**config.mk**
```make
export PLATFORM = sky130hd
export DESIGN_NAME = fetch_decode_queue_flat
export DESIGN_NICKNAME = d
export VERILOG_FILES = /design/src/rtl/fetch_decode_queue_if.sv /design/src/rtl/fetch_decode_queue.sv /design/src/flat_wrapper.sv
export SDC_FILE = /design/constraint.sdc
export NUM_CORES = 1
export LEC_CHECK = 0
export CORE_ASPECT_RATIO = 1.75
export CORE_MARGIN = 2
export CORE_UTILIZATION = 44
export CTS_CLUSTER_DIAMETER = 30
export DETAILED_ROUTE_END_ITERATION = 6
export PLACE_DENSITY = 0.76
export SLEW_MARGIN = 20
export SYNTH_ARGS = -nofsm -noshare
export SYNTH_HDL_FRONTEND = slang
export SYNTH_SLANG_ARGS = --single-unit
```
**constraint.sdc**
```tcl
create_clock -name clk -period 6.6 [get_ports clk]
set_input_delay 1.32 -clock clk [delete_from_list [all_inputs] [get_ports clk]]
set_output_delay 1.32 -clock clk [all_outputs]
set_load 0.02 [all_outputs]
```
**src/rtl/fetch_decode_queue_if.sv**
```systemverilog
// Handshake bundle between fetch (producer), the fetch/decode queue and
// decode (consumer). The master side is the fetch/decode pipeline logic
// around the queue; the slave side is the queue itself.
interface fetch_decode_queue_if #(
    parameter int DEPTH = 4
);
    localparam int CNT_W = $clog2(DEPTH) + 1;

    // Fetch side
    logic              in_valid;
    logic [31:0]       in_pc;
    logic [31:0]       in_instr;
    logic              in_ready;

    // Decode side
    logic              out_valid;
    logic [31:0]       out_pc;
    logic [31:0]       out_instr;
    logic              out_is_ctrl;
    logic              out_ready;

    // Occupancy, 0..DEPTH
    logic [CNT_W-1:0]  count;

    modport master (
        output in_valid, in_pc, in_instr, out_ready,
        input  in_ready, out_valid, out_pc, out_instr, out_is_ctrl, count
    );

    modport slave (
        input  in_valid, in_pc, in_instr, out_ready,
        output in_ready, out_valid, out_pc, out_instr, out_is_ctrl, count
    );
endinterface

```
**src/rtl/fetch_decode_queue.sv**
```systemverilog
// Instruction buffer between fetch and decode: a DEPTH-entry valid/ready FIFO
// of {pc, instr} pairs with single-cycle flush on a taken redirect and a
// control-transfer predecode of the head instruction.
module fetch_decode_queue #(
    parameter int DEPTH = 4
) (
    input  logic                  clk,
    input  logic                  reset,
    input  logic                  flush,
    fetch_decode_queue_if.slave   bus
);
    localparam int PTR_W = $clog2(DEPTH);
    localparam int CNT_W = PTR_W + 1;

    localparam logic [CNT_W-1:0] FULL_COUNT = CNT_W'(DEPTH);
    localparam logic [31:0]      NOP_INSTR  = 32'h0000_0013;

    localparam logic [6:0] OPC_BRANCH = 7'b1100011;
    localparam logic [6:0] OPC_JAL    = 7'b1101111;
    localparam logic [6:0] OPC_JALR   = 7'b1100111;

    typedef struct packed {
        logic [31:0] pc;
        logic [31:0] instr;
    } entry_t;

    entry_t            mem [DEPTH];
    logic [PTR_W-1:0]  wr_ptr;
    logic [PTR_W-1:0]  rd_ptr;
    logic [CNT_W-1:0]  count_q;

    logic              full;
    logic              empty;
    logic              push;
    logic              pop;
    entry_t            head;

    // True for opcodes that redirect control flow (BRANCH, JAL, JALR)
    function automatic logic is_ctrl_op(input logic [31:0] instr);
        return (instr[6:0] == OPC_BRANCH) ||
               (instr[6:0] == OPC_JAL)    ||
               (instr[6:0] == OPC_JALR);
    endfunction

    // Occupancy flags and handshake qualifiers; out_ready is ignored when empty
    always_comb begin
        full  = (count_q == FULL_COUNT);
        empty = (count_q == '0);
        push  = bus.in_valid  & ~full;
        pop   = bus.out_ready & ~empty;
    end

    // Entry storage write on an accepted push
    // NOTE: the storage array has no reset; entries are only observable once
    // count covers them, so clearing it would cost logic for no visible effect.
    always_ff @(posedge clk) begin
        if (!reset && !flush && push) begin
            mem[wr_ptr] <= '{pc: bus.in_pc, instr: bus.in_instr};
        end
    end

    // Pointer and occupancy update; reset beats flush, flush beats push/pop
    // NOTE: sequential state uses non-blocking assignments so every register
    // samples the pre-edge values, independent of statement order.
    always_ff @(posedge clk) begin
        if (reset) begin
            wr_ptr  <= '0;
            rd_ptr  <= '0;
            count_q <= '0;
        end else if (flush) begin
            wr_ptr  <= '0;
            rd_ptr  <= '0;
            count_q <= '0;
        end else begin
            if (push) begin
                wr_ptr <= wr_ptr + 1'b1;
            end
            if (pop) begin
                rd_ptr <= rd_ptr + 1'b1;
            end
            case ({push, pop})
                2'b10:   count_q <= count_q + 1'b1;
                2'b01:   count_q <= count_q - 1'b1;
                default: count_q <= count_q;
            endcase
        end
    end

    // Head presentation: combinational from rd_ptr, NOP-forced when empty
    // NOTE: every output gets a default before the conditional override so
    // no path leaves a signal unassigned and no latch is inferred.
    always_comb begin
        head            = mem[rd_ptr];
        bus.in_ready    = ~full;
        bus.out_valid   = ~empty;
        bus.count       = count_q;
        bus.out_pc      = '0;
        bus.out_instr   = NOP_INSTR;
        bus.out_is_ctrl = 1'b0;
        if (!empty) begin
            bus.out_pc      = head.pc;
            bus.out_instr   = head.instr;
            bus.out_is_ctrl = is_ctrl_op(head.instr);
        end
    end

    // Occupancy never exceeds DEPTH
    a_count_bound : assert property (
        @(posedge clk) disable iff (reset) count_q <= FULL_COUNT
    );

    // Pointer distance always agrees with the occupancy counter
    a_ptr_count : assert property (
        @(posedge clk) disable iff (reset)
            PTR_W'(wr_ptr - rd_ptr) == count_q[PTR_W-1:0]
    );

    // A push is never accepted while full
    a_no_push_full : assert property (
        @(posedge clk) disable iff (reset) full |-> !push
    );
endmodule

```
**src/flat_wrapper.sv**
```systemverilog
// flat-port wrapper written by rule: the top's interface ports become plain ports
module fetch_decode_queue_flat 
#(
    parameter int DEPTH = 4
)
  (clk, reset, flush, bus_in_valid, bus_in_pc, bus_in_instr, bus_out_ready, bus_in_ready, bus_out_valid, bus_out_pc, bus_out_instr, bus_out_is_ctrl, bus_count);
  fetch_decode_queue_if #(.DEPTH(DEPTH)) bus_i ();
  input  logic clk;
  input  logic reset;
  input  logic flush;
  input wire logic [$bits(bus_i.in_valid)-1:0] bus_in_valid;
  input wire logic [$bits(bus_i.in_pc)-1:0] bus_in_pc;
  input wire logic [$bits(bus_i.in_instr)-1:0] bus_in_instr;
  input wire logic [$bits(bus_i.out_ready)-1:0] bus_out_ready;
  output wire logic [$bits(bus_i.in_ready)-1:0] bus_in_ready;
  output wire logic [$bits(bus_i.out_valid)-1:0] bus_out_valid;
  output wire logic [$bits(bus_i.out_pc)-1:0] bus_out_pc;
  output wire logic [$bits(bus_i.out_instr)-1:0] bus_out_instr;
  output wire logic [$bits(bus_i.out_is_ctrl)-1:0] bus_out_is_ctrl;
  output wire logic [$bits(bus_i.count)-1:0] bus_count;
  assign bus_i.in_valid = bus_in_valid;
  assign bus_i.in_pc = bus_in_pc;
  assign bus_i.in_instr = bus_in_instr;
  assign bus_i.out_ready = bus_out_ready;
  assign bus_in_ready = bus_i.in_ready;
  assign bus_out_valid = bus_i.out_valid;
  assign bus_out_pc = bus_i.out_pc;
  assign bus_out_instr = bus_i.out_instr;
  assign bus_out_is_ctrl = bus_i.out_is_ctrl;
  assign bus_count = bus_i.count;
  fetch_decode_queue #(.DEPTH(DEPTH)) u_core (.clk(clk), .reset(reset), .flush(flush), .bus(bus_i));
endmodule
```
# Yosys cells after proc, flatten, opt, wreduce, memory -nomap -nowiden
# Memories as Yosys holds them, arrays and structs flattened. A register that Yosys moved wholly into a read port is not among the register bits.
# Cells that the tools add are included.
# Widths: inputs -> output; s select.
# classes
n_bitwise	4
n_eq_ne	6
n_reduce_logical	9
n_addsub	4
muxes	8
# op_table
operator	count
$mux 32	2
$eq 7x7->1 const B	3
$pmux 3 s2	1
$add 2x1->2 const B	2
$mux 2	2
$add 3x1->3 const B	1
$eq 3x3->1 const B	1
$logic_not 3->1	1
$mux 1	3
$sub 3x1->3 const B	1
$and 1x1->1	2
$eq 2x1->1 const B	1
$eq 2x2->1 const B	1
$logic_and 1x1->1	2
$logic_not 1->1	2
$logic_or 1x1->1	2
$not 1->1	2
$reduce_bool 2->1	1
$reduce_or 2->1	1
# word_totals
reg_bits	7
ramBits	256
n_memories	1
# mem_list
memory	depth	width	rd	rd_clocked_by_memory_dff	wr	line	rtl
u_core.mem	4	64	1	1	1	fetch_decode_queue.sv:27	entry_t mem [DEPTH];

# Longest topological paths before layout
# Gate-level depths: netlist (run 1).
# logic_depth
ltp_word	6
ltp_mapped	10
depth_no_buf	9

# Worst setup path after synthesis (run 1)
# Ideal clock, no wire load.
# synth_timing
kind	input-to-reg
from	input port bus_in_valid
to	memory u_core.mem[0][0] (netlist name) (enable)
n_path_buf	0
path_stages	2
path_slack_ps	3125
setup_ps	429
arrival_ps	3046
cell_sequence	and2_1 -> and3_1
# synth_between
elab_chain_len	4
# synth_rtl
item	line	rtl
from (decl)	flat_wrapper.sv:11	input wire logic [$bits(bus_i.in_valid)-1:0] bus_in_valid;
$and 1x1->1	fetch_decode_queue.sv:49	push = bus.in_valid & ~full;
$logic_and 1x1->1	fetch_decode_queue.sv:57	if (!reset && !flush && push) begin
$mux 1	fetch_decode_queue.sv:57	
$mux 1 (implied by the code)	fetch_decode_queue.sv:58	mem[wr_ptr] <= '{pc: bus.in_pc, instr: bus.in_instr};
to (decl)	fetch_decode_queue.sv:27	
# Every way passes these cells.

==> reports/results.ini, run 1 <==
[clock_tree]
cts-resized-gates = 0
numClockSinks = 265
insertion_delay_ns = 0.54
cts_buffers = 30
cts_tree = built
cts.htree.levels = 1
postCtsSetupRepairBufs = 0
cts_buffer_depth = 3
cts_hold_buf = 0
cts-root-buf = clkbuf_16
clk_pin_slew_ns = 0.06

[timing]
worst_pin_slew_ns = 0.995
slew_headroom_pct = 33.7
worst_slack_ns = 1.99
hold_viol = 0
setup_tns_ns = 0
fin_crit_sh_pct = 69.8
fin_worst_skew_ns = 0.0107
finalSetupViolCount = 0
clock.fmax_mhz = 217
fin_crit_ns = 4.61
rsz0062_at_grt = false
maxSlewViolCount = 0

[synth]
syn_area_mm2 = 0.0102
synthAdderAreaFrac_pct = 0.808
synth_top_area_cell = edfxtp_1
synth_compound_area_share_pct = 0.551
syn_inst = 463
synth-simple-area-share_pct = 5.05
muxShareOfSynthArea_pct = 14.4
synth_most_common_cell = edfxtp_1
synth-seq-area-share_pct = 77.0
synthArstFlopShare_pct = 0
ys_types = 27
ys_ff_latch = 265
yosys_warnings = 0
synth_edf_count = 256
avgSynthCellArea_um2 = 22.1
synth_fp_nets = 538
synth_top_family_by_area = multiplexers
ys_top_cells_by_count = 256 x edfxtp_1, 62 x and2_1, 56 x mux4_2, 10 x clkbuf_1, 9 x dfxtp_1
synthTopCellsByArea = edfxtp_1 75%, mux4_2 12%, and2_1 3.8%, mux4_1 2.1%, dfxtp_1 1.8%
synth_ff_type = edfxtp_1
synth_top_cell_area_share_pct = 75.2
synth_xor_area_share_pct = 0.343

[global_routing]
grt_max_degree = 65
grt_pass1_vias = 5481
grt.overflow.total = 0
grt_pass1_wl_um = 28800
track_usage_pct = 15.5
antenna_found_initial = 2

[worst_hold_path]
min_path_type = reg2reg
holdPathEnd = u_core.rd_ptr[1]
worst_hold_path.num_cells = 2
hp-start = u_core.rd_ptr[1]

[pwr]
p_sw_w = 0.000790
p_per_area_mw_per_mm2 = 287
p_int_w = 0.00290
total_leakage_power_nw = 4.07
seq_power_share_pct = 50.7
comb_power_share_pct = 5.9
p_sw_share_pct = 21.4
total_power_w = 0.00369
p_clk_share_pct = 43.4
vdd_drop_max_v = 0.000157

[route]
wl_per_cell_um = 20.0
drc = 0
finalWirelength_um = 18700
vias_per_cell = 5.21
ant_nets = 0
first_pass_iters = 7
drt_iter0_markers = 283
dr_total_vias = 4886

[run]
maxCapViolCount = 0

[worst_setup_path]
required_ns = 5.28
r2r_start = u_core.bus.count[2]
path_max_fanout = 35
crit_path_start_kind = flip-flop
cp.arrival_ns = 3.29
reg2reg_to = u_core.bus.count[2]
critPathKind = reg2out
rr_worst_depth = 9
endpoint_kind = output pin
reg2reg_slack_ns = 4.09

[final_layout]
drive_gt1_share_pct = 19.2
fin_cells = 937
nets = 687
fillCellCount = 1651
syn2layout_area_growth_pct = 25.7

[floorplan]
design.core.area_mm2 = 0.0227
start_util_pct = 45.0
dieArea_mm2 = 0.0245
die_w_um = 119
die_y_um = 206
rows = 73
ios = 139

[placement]
pre_cts_slack_ns = 2.44
place_congestion = 0.702
place.detailed.hpwl_um = 11100
port-buffer-count = 138
place_inst = 880

[outcome]
status = complete, no violations

per-stage QoR:
step           utilization [%]  area [µm²]  hold WS (ns)
3_5_place_dp              52.1       11900         0.520
4_1_cts                   56.5       12900         0.552
3_3_place_gp              52.1       11900         0.501
2_1_floorplan                -       10200         0.485
5_1_grt                   56.5       12900         0.583
6_report                  56.5       12900         0.550
worst max-delay path by stage:
| stage | from | to | slack (ns) |
|---|---|---|---|
| 2_1_floorplan | bus_in_valid | u_core.mem[0][0] | 3.12 |
| 3_3_place_gp | flip-flop | bus_out_pc[31] | 2.42 |
| 3_5_place_dp | flip-flop | bus_out_instr[17] | 2.44 |
| 4_1_cts | flip-flop | bus_out_instr[23] | 1.86 |
| 5_1_grt | flip-flop | bus_out_instr[23] | 1.73 |
| 6_report | flip-flop | bus_out_instr[23] | 1.99 |
per-layer routing:
| layer | vias up | global-route usage [%] | routed length (µm) |
|---|---|---|---|
| met5 | - | 0 | 13 |
| met4 | 2 | 7.57 | 724 |
| met3 | 47 | 3.10 | 969 |
| met2 | 128 | 28.8 | 10200 |
| met1 | 2527 | 16.8 | 6770 |
| li1 | 2182 | - | - |
registers in the layout, summed over array words and instances (netlist names), named ones only:
name / cells
u_core.mem: 256
u_core.bus.count: 3
u_core.rd_ptr: 2
u_core.wr_ptr: 2
power by group through the flow:
| stage | Clock, W | Sequential (W) | Combinational [W] |
|---|---|---|---|
| 2_1_floorplan | 0 | 0.00190 | 0.000101 |
| 3_3_place_gp | 0 | 0.00190 | 0.000215 |
| 3_5_place_dp | 0 | 0.00191 | 0.000221 |
| 4_1_cts | 0.00163 | 0.00187 | 0.000222 |
| 5_1_grt | 0.00170 | 0.00187 | 0.000233 |
| 6_report | 0.00160 | 0.00187 | 0.000218 |
cells in the final DEF (no fill, tap or decap), types with 5 or more instances in the layout:
cell	count
clkinv_4	6
mux4_1	8
ha_1	5
edfxtp_1	256
mux4_2	56
clkdlybuf4s50_1	138
clkinv_2	5
inv_1	7
nor2_1	7
clkbuf_16	31
and2_1	62
dfxtp_1	7
worst max-delay path, cell delays in order, from the launching register on:
cell and delay (ns):
dfxtp_4 0.79, buf_4 0.63, mux4_2 0.59, and2_1 0.18, clkdlybuf4s50_1 0.55
kinds of logic after synthesis:
group	after synthesis
simple gates	85
compound gates	9
buf+inv	30
xor+xnor	4
mux	64
flops	265
fa+ha+maj	6
final cells by class:
type / instances / area [µm²] / share of cell area [%]
Antenna cell: 1 / 2.50 / 0.0195
Clock buffer: 33 / 783 / 6.09
Inverter: 8 / 30.0 / 0.234
Timing Repair Buffer: 139 / 1390 / 10.8
Tap cell: 300 / 375 / 2.92
Multi-Input combinational cell: 168 / 2180 / 17.0
Clock inverter: 23 / 218 / 1.69
Sequential cell: 265 / 7880 / 61.3
Power figures use the tool's default switching activity.
==> run 2, diff against run 1 <==
==> constraint.sdc (replaced) <==
create_clock -name clk -period 4.41 [get_ports clk]
set_input_delay 0.882 -clock clk [delete_from_list [all_inputs] [get_ports clk]]
set_output_delay 0.882 -clock clk [all_outputs]
set_load 0.02 [all_outputs]
==> reports/results.ini, run 2 (synthesized netlist as in run 1, its figures left out) <==
[clock_tree]
cts_buffers = 29  ; was 30
cts_hold_buf = 0  ; unchanged
insertion_delay_ns = 0.53  ; was 0.54 ns
cts_buffer_depth = 3  ; unchanged
cts-root-buf = clkbuf_16  ; unchanged
numClockSinks = 265  ; unchanged
cts_tree = built  ; unchanged
cts.htree.levels = 1  ; unchanged
postCtsSetupRepairBufs = 0  ; unchanged
cts-resized-gates = 0  ; unchanged
clk_pin_slew_ns = 0.06  ; about the same

[worst_setup_path]
crit_path_start_kind = flip-flop  ; unchanged
r2r_start = u_core.bus.count[2]  ; unchanged
required_ns = 3.53  ; was 5.28 ns
path_depth = 5  ; was 4
path_max_fanout = 32  ; was 35
cp.arrival_ns = 2.99  ; was 3.29 ns
reg2reg_to = u_core.bus.count[2]  ; unchanged
reg2reg_slack_ns = 1.87  ; was 4.09 ns
slowest_stage = clkdlybuf4s50_1  ; was dfxtp_4
critPathTopFamily = buffers and inverters  ; unchanged
critPathKind = reg2out  ; unchanged
worstPathCellList = nor3_1 > inv_2 > buf_4 > and2_1 > clkdlybuf4s50_1  ; was buf_4 > mux4_2 > and2_1 > clkdlybuf4s50_1
worst-path-buf-inv = 3  ; was 2
crit_path_max_incr_delay_ns = 0.55  ; was 0.79 ns
endpoint_kind = output pin  ; unchanged
rr_worst_depth = 9  ; unchanged

[final_layout]
syn2layout_area_growth_pct = 25.2  ; was 25.7%
final_common_cell = edfxtp_1  ; unchanged
fin_util_pct = 56.3  ; was 56.5%
largest_reg_flops = 256  ; unchanged
layout_common_cells = 256 x edfxtp_1, 138 x clkdlybuf4s50_1, 62 x and2_1  ; unchanged
fin_cells = 935  ; was 937
largest_register = u_core.mem  ; unchanged
nets = 688  ; was 687
drive_gt1_share_pct = 18.5  ; was 19.2%

[global_routing]
grt_pass1_wl_um = 29900  ; was 28800 µm
track_usage_pct = 16.0  ; was 15.5%
grt_pass1_vias = 5328  ; was 5481
grt.overflow.total = 0  ; unchanged
grt_max_degree = 65  ; unchanged
antenna_found_initial = 2  ; unchanged

[route]
vias_per_cell = 5.20  ; was 5.21
drt_iter0_markers = 339  ; was 283
wl_per_cell_um = 20.5  ; was 20.0 µm
drc = 0  ; unchanged
dr_total_vias = 4859  ; was 4886
ant_nets = 0  ; unchanged
finalWirelength_um = 19200  ; was 18700 µm
first_pass_iters = 6  ; was 7

[worst_hold_path]
hp-start = u_core.rd_ptr[1]  ; unchanged
worst_hold_path.num_cells = 2  ; unchanged
min_path_type = reg2reg  ; unchanged

[pwr]
p_int_w = 0.00425  ; was 0.00290 W
p_sw_share_pct = 21.3  ; was 21.4%
vdd_drop_max_v = 0.000302  ; was 0.000157 V
p_clk_share_pct = 42.0  ; was 43.4%
comb_power_share_pct = 6.2  ; was 5.9%
seq_power_share_pct = 51.9  ; was 50.7%
p_sw_w = 0.00115  ; was 0.000790 W
p_per_area_mw_per_mm2 = 421  ; was 287 mW/mm²
total_leakage_power_nw = 4.04  ; was 4.07 nW

[timing]
finalSetupViolCount = 0  ; unchanged
fin_worst_skew_ns = 0.00941  ; was 0.0107 ns
slew_headroom_pct = 32.7  ; was 33.7%
timing.hold.ws_ns = 0.554  ; was 0.550 ns
fin_crit_ns = 3.87
maxSlewViolCount = 0  ; unchanged
setup_tns_ns = 0  ; unchanged
rsz0062_at_grt = false  ; unchanged
worst_pin_slew_ns = 1.01  ; was 0.995 ns
worst_slack_ns = 0.535  ; was 1.99 ns
clock.fmax_mhz = 258
hold_viol = 0  ; unchanged
fin_crit_sh_pct = 87.9

[floorplan]
die_y_um = 206  ; unchanged
design.core.area_mm2 = 0.0227  ; unchanged
ios = 139  ; unchanged
dieArea_mm2 = 0.0245  ; unchanged
start_util_pct = 45.0  ; unchanged
die_w_um = 119  ; unchanged
rows = 73  ; unchanged

[placement]
place_congestion = 0.676  ; was 0.702
place_inst = 882  ; was 880
pre_cts_slack_ns = 0.967  ; was 2.44 ns
port-buffer-count = 138  ; unchanged
place.detailed.hpwl_um = 11400  ; was 11100 µm

[run]
maxCapViolCount = 0  ; unchanged

[outcome]
status = complete, no violations  ; unchanged

## run 2: cell count changes in the layout (fill, tap and decap cells not counted), sizes merged
| cell | delta |
|---|---|
| buf | +2 |
| clkbuf | -3 |
| clkinv | -1 |
## run 2: stage by stage
| step | power (W) | cell area [µm²] |
|---|---|---|
| 2_1_floorplan | 0.00300 | 10200 |
| 3_3_place_gp | 0.00318 | 11900 |
| 4_1_cts | 0.00545 | 12800 |
| 3_5_place_dp | 0.00319 | 11900 |
| 6_report | 0.00540 | 12800 |
| 5_1_grt | 0.00557 | 12800 |
## run 2: worst register-to-register path, cell delays in order, from the launching register on
cell,delay [ns]
dfxtp_1,0.41
or3b_1,0.47
and2_1,0.25
inv_1,0.07
ha_1,0.19
inv_1,0.07
fa_1,0.37
xor2_1,0.16
or3_1,0.33
a21oi_1,0.14
## run 2: cell type report
cell class | count | area, µm²
multi-input cells | 168 | 2180
clock inverters | 22 | 193
inverters | 8 | 30.0
flip-flops and latches | 265 | 7880
fillers | 1658 | 9940
well taps | 300 | 375
repair buffers | 141 | 1420
clock buffers | 30 | 729
diodes | 1 | 2.50
## run 2: how the worst max path moves through the flow
stage / startpoint / endpoint / slack [ns]
2_1_floorplan: u_core.bus.count[0] / u_core.mem[0][0] / 1.20
3_3_place_gp: flip-flop / bus_out_instr[24] / 1.07
3_5_place_dp: u_core.bus.count[0] / bus_out_instr[31] / 0.97
4_1_cts: u_core.bus.count[0] / bus_out_instr[31] / 0.40
5_1_grt: u_core.bus.count[0] / bus_out_instr[31] / 0.24
6_report: u_core.bus.count[0] / bus_out_instr[31] / 0.54
## run 2: layer usage
| metal | share of wire, % | track usage, % |
|---|---|---|
| met5 | 0.068 | 0 |
| met4 | 3.3 | 6.68 |
| met3 | 4.3 | 2.83 |
| met2 | 56 | 29.5 |
| met1 | 37 | 18.2 |
## run 2: power by group through the flow
stage               logic (W)  registers [W]  clock network, W
global placement     0.000328        0.00285                 0
finish               0.000332        0.00280           0.00227
detailed placement   0.000337        0.00285                 0
global route         0.000356        0.00280           0.00242
floorplan            0.000151        0.00285                 0
CTS                  0.000339        0.00280           0.00231
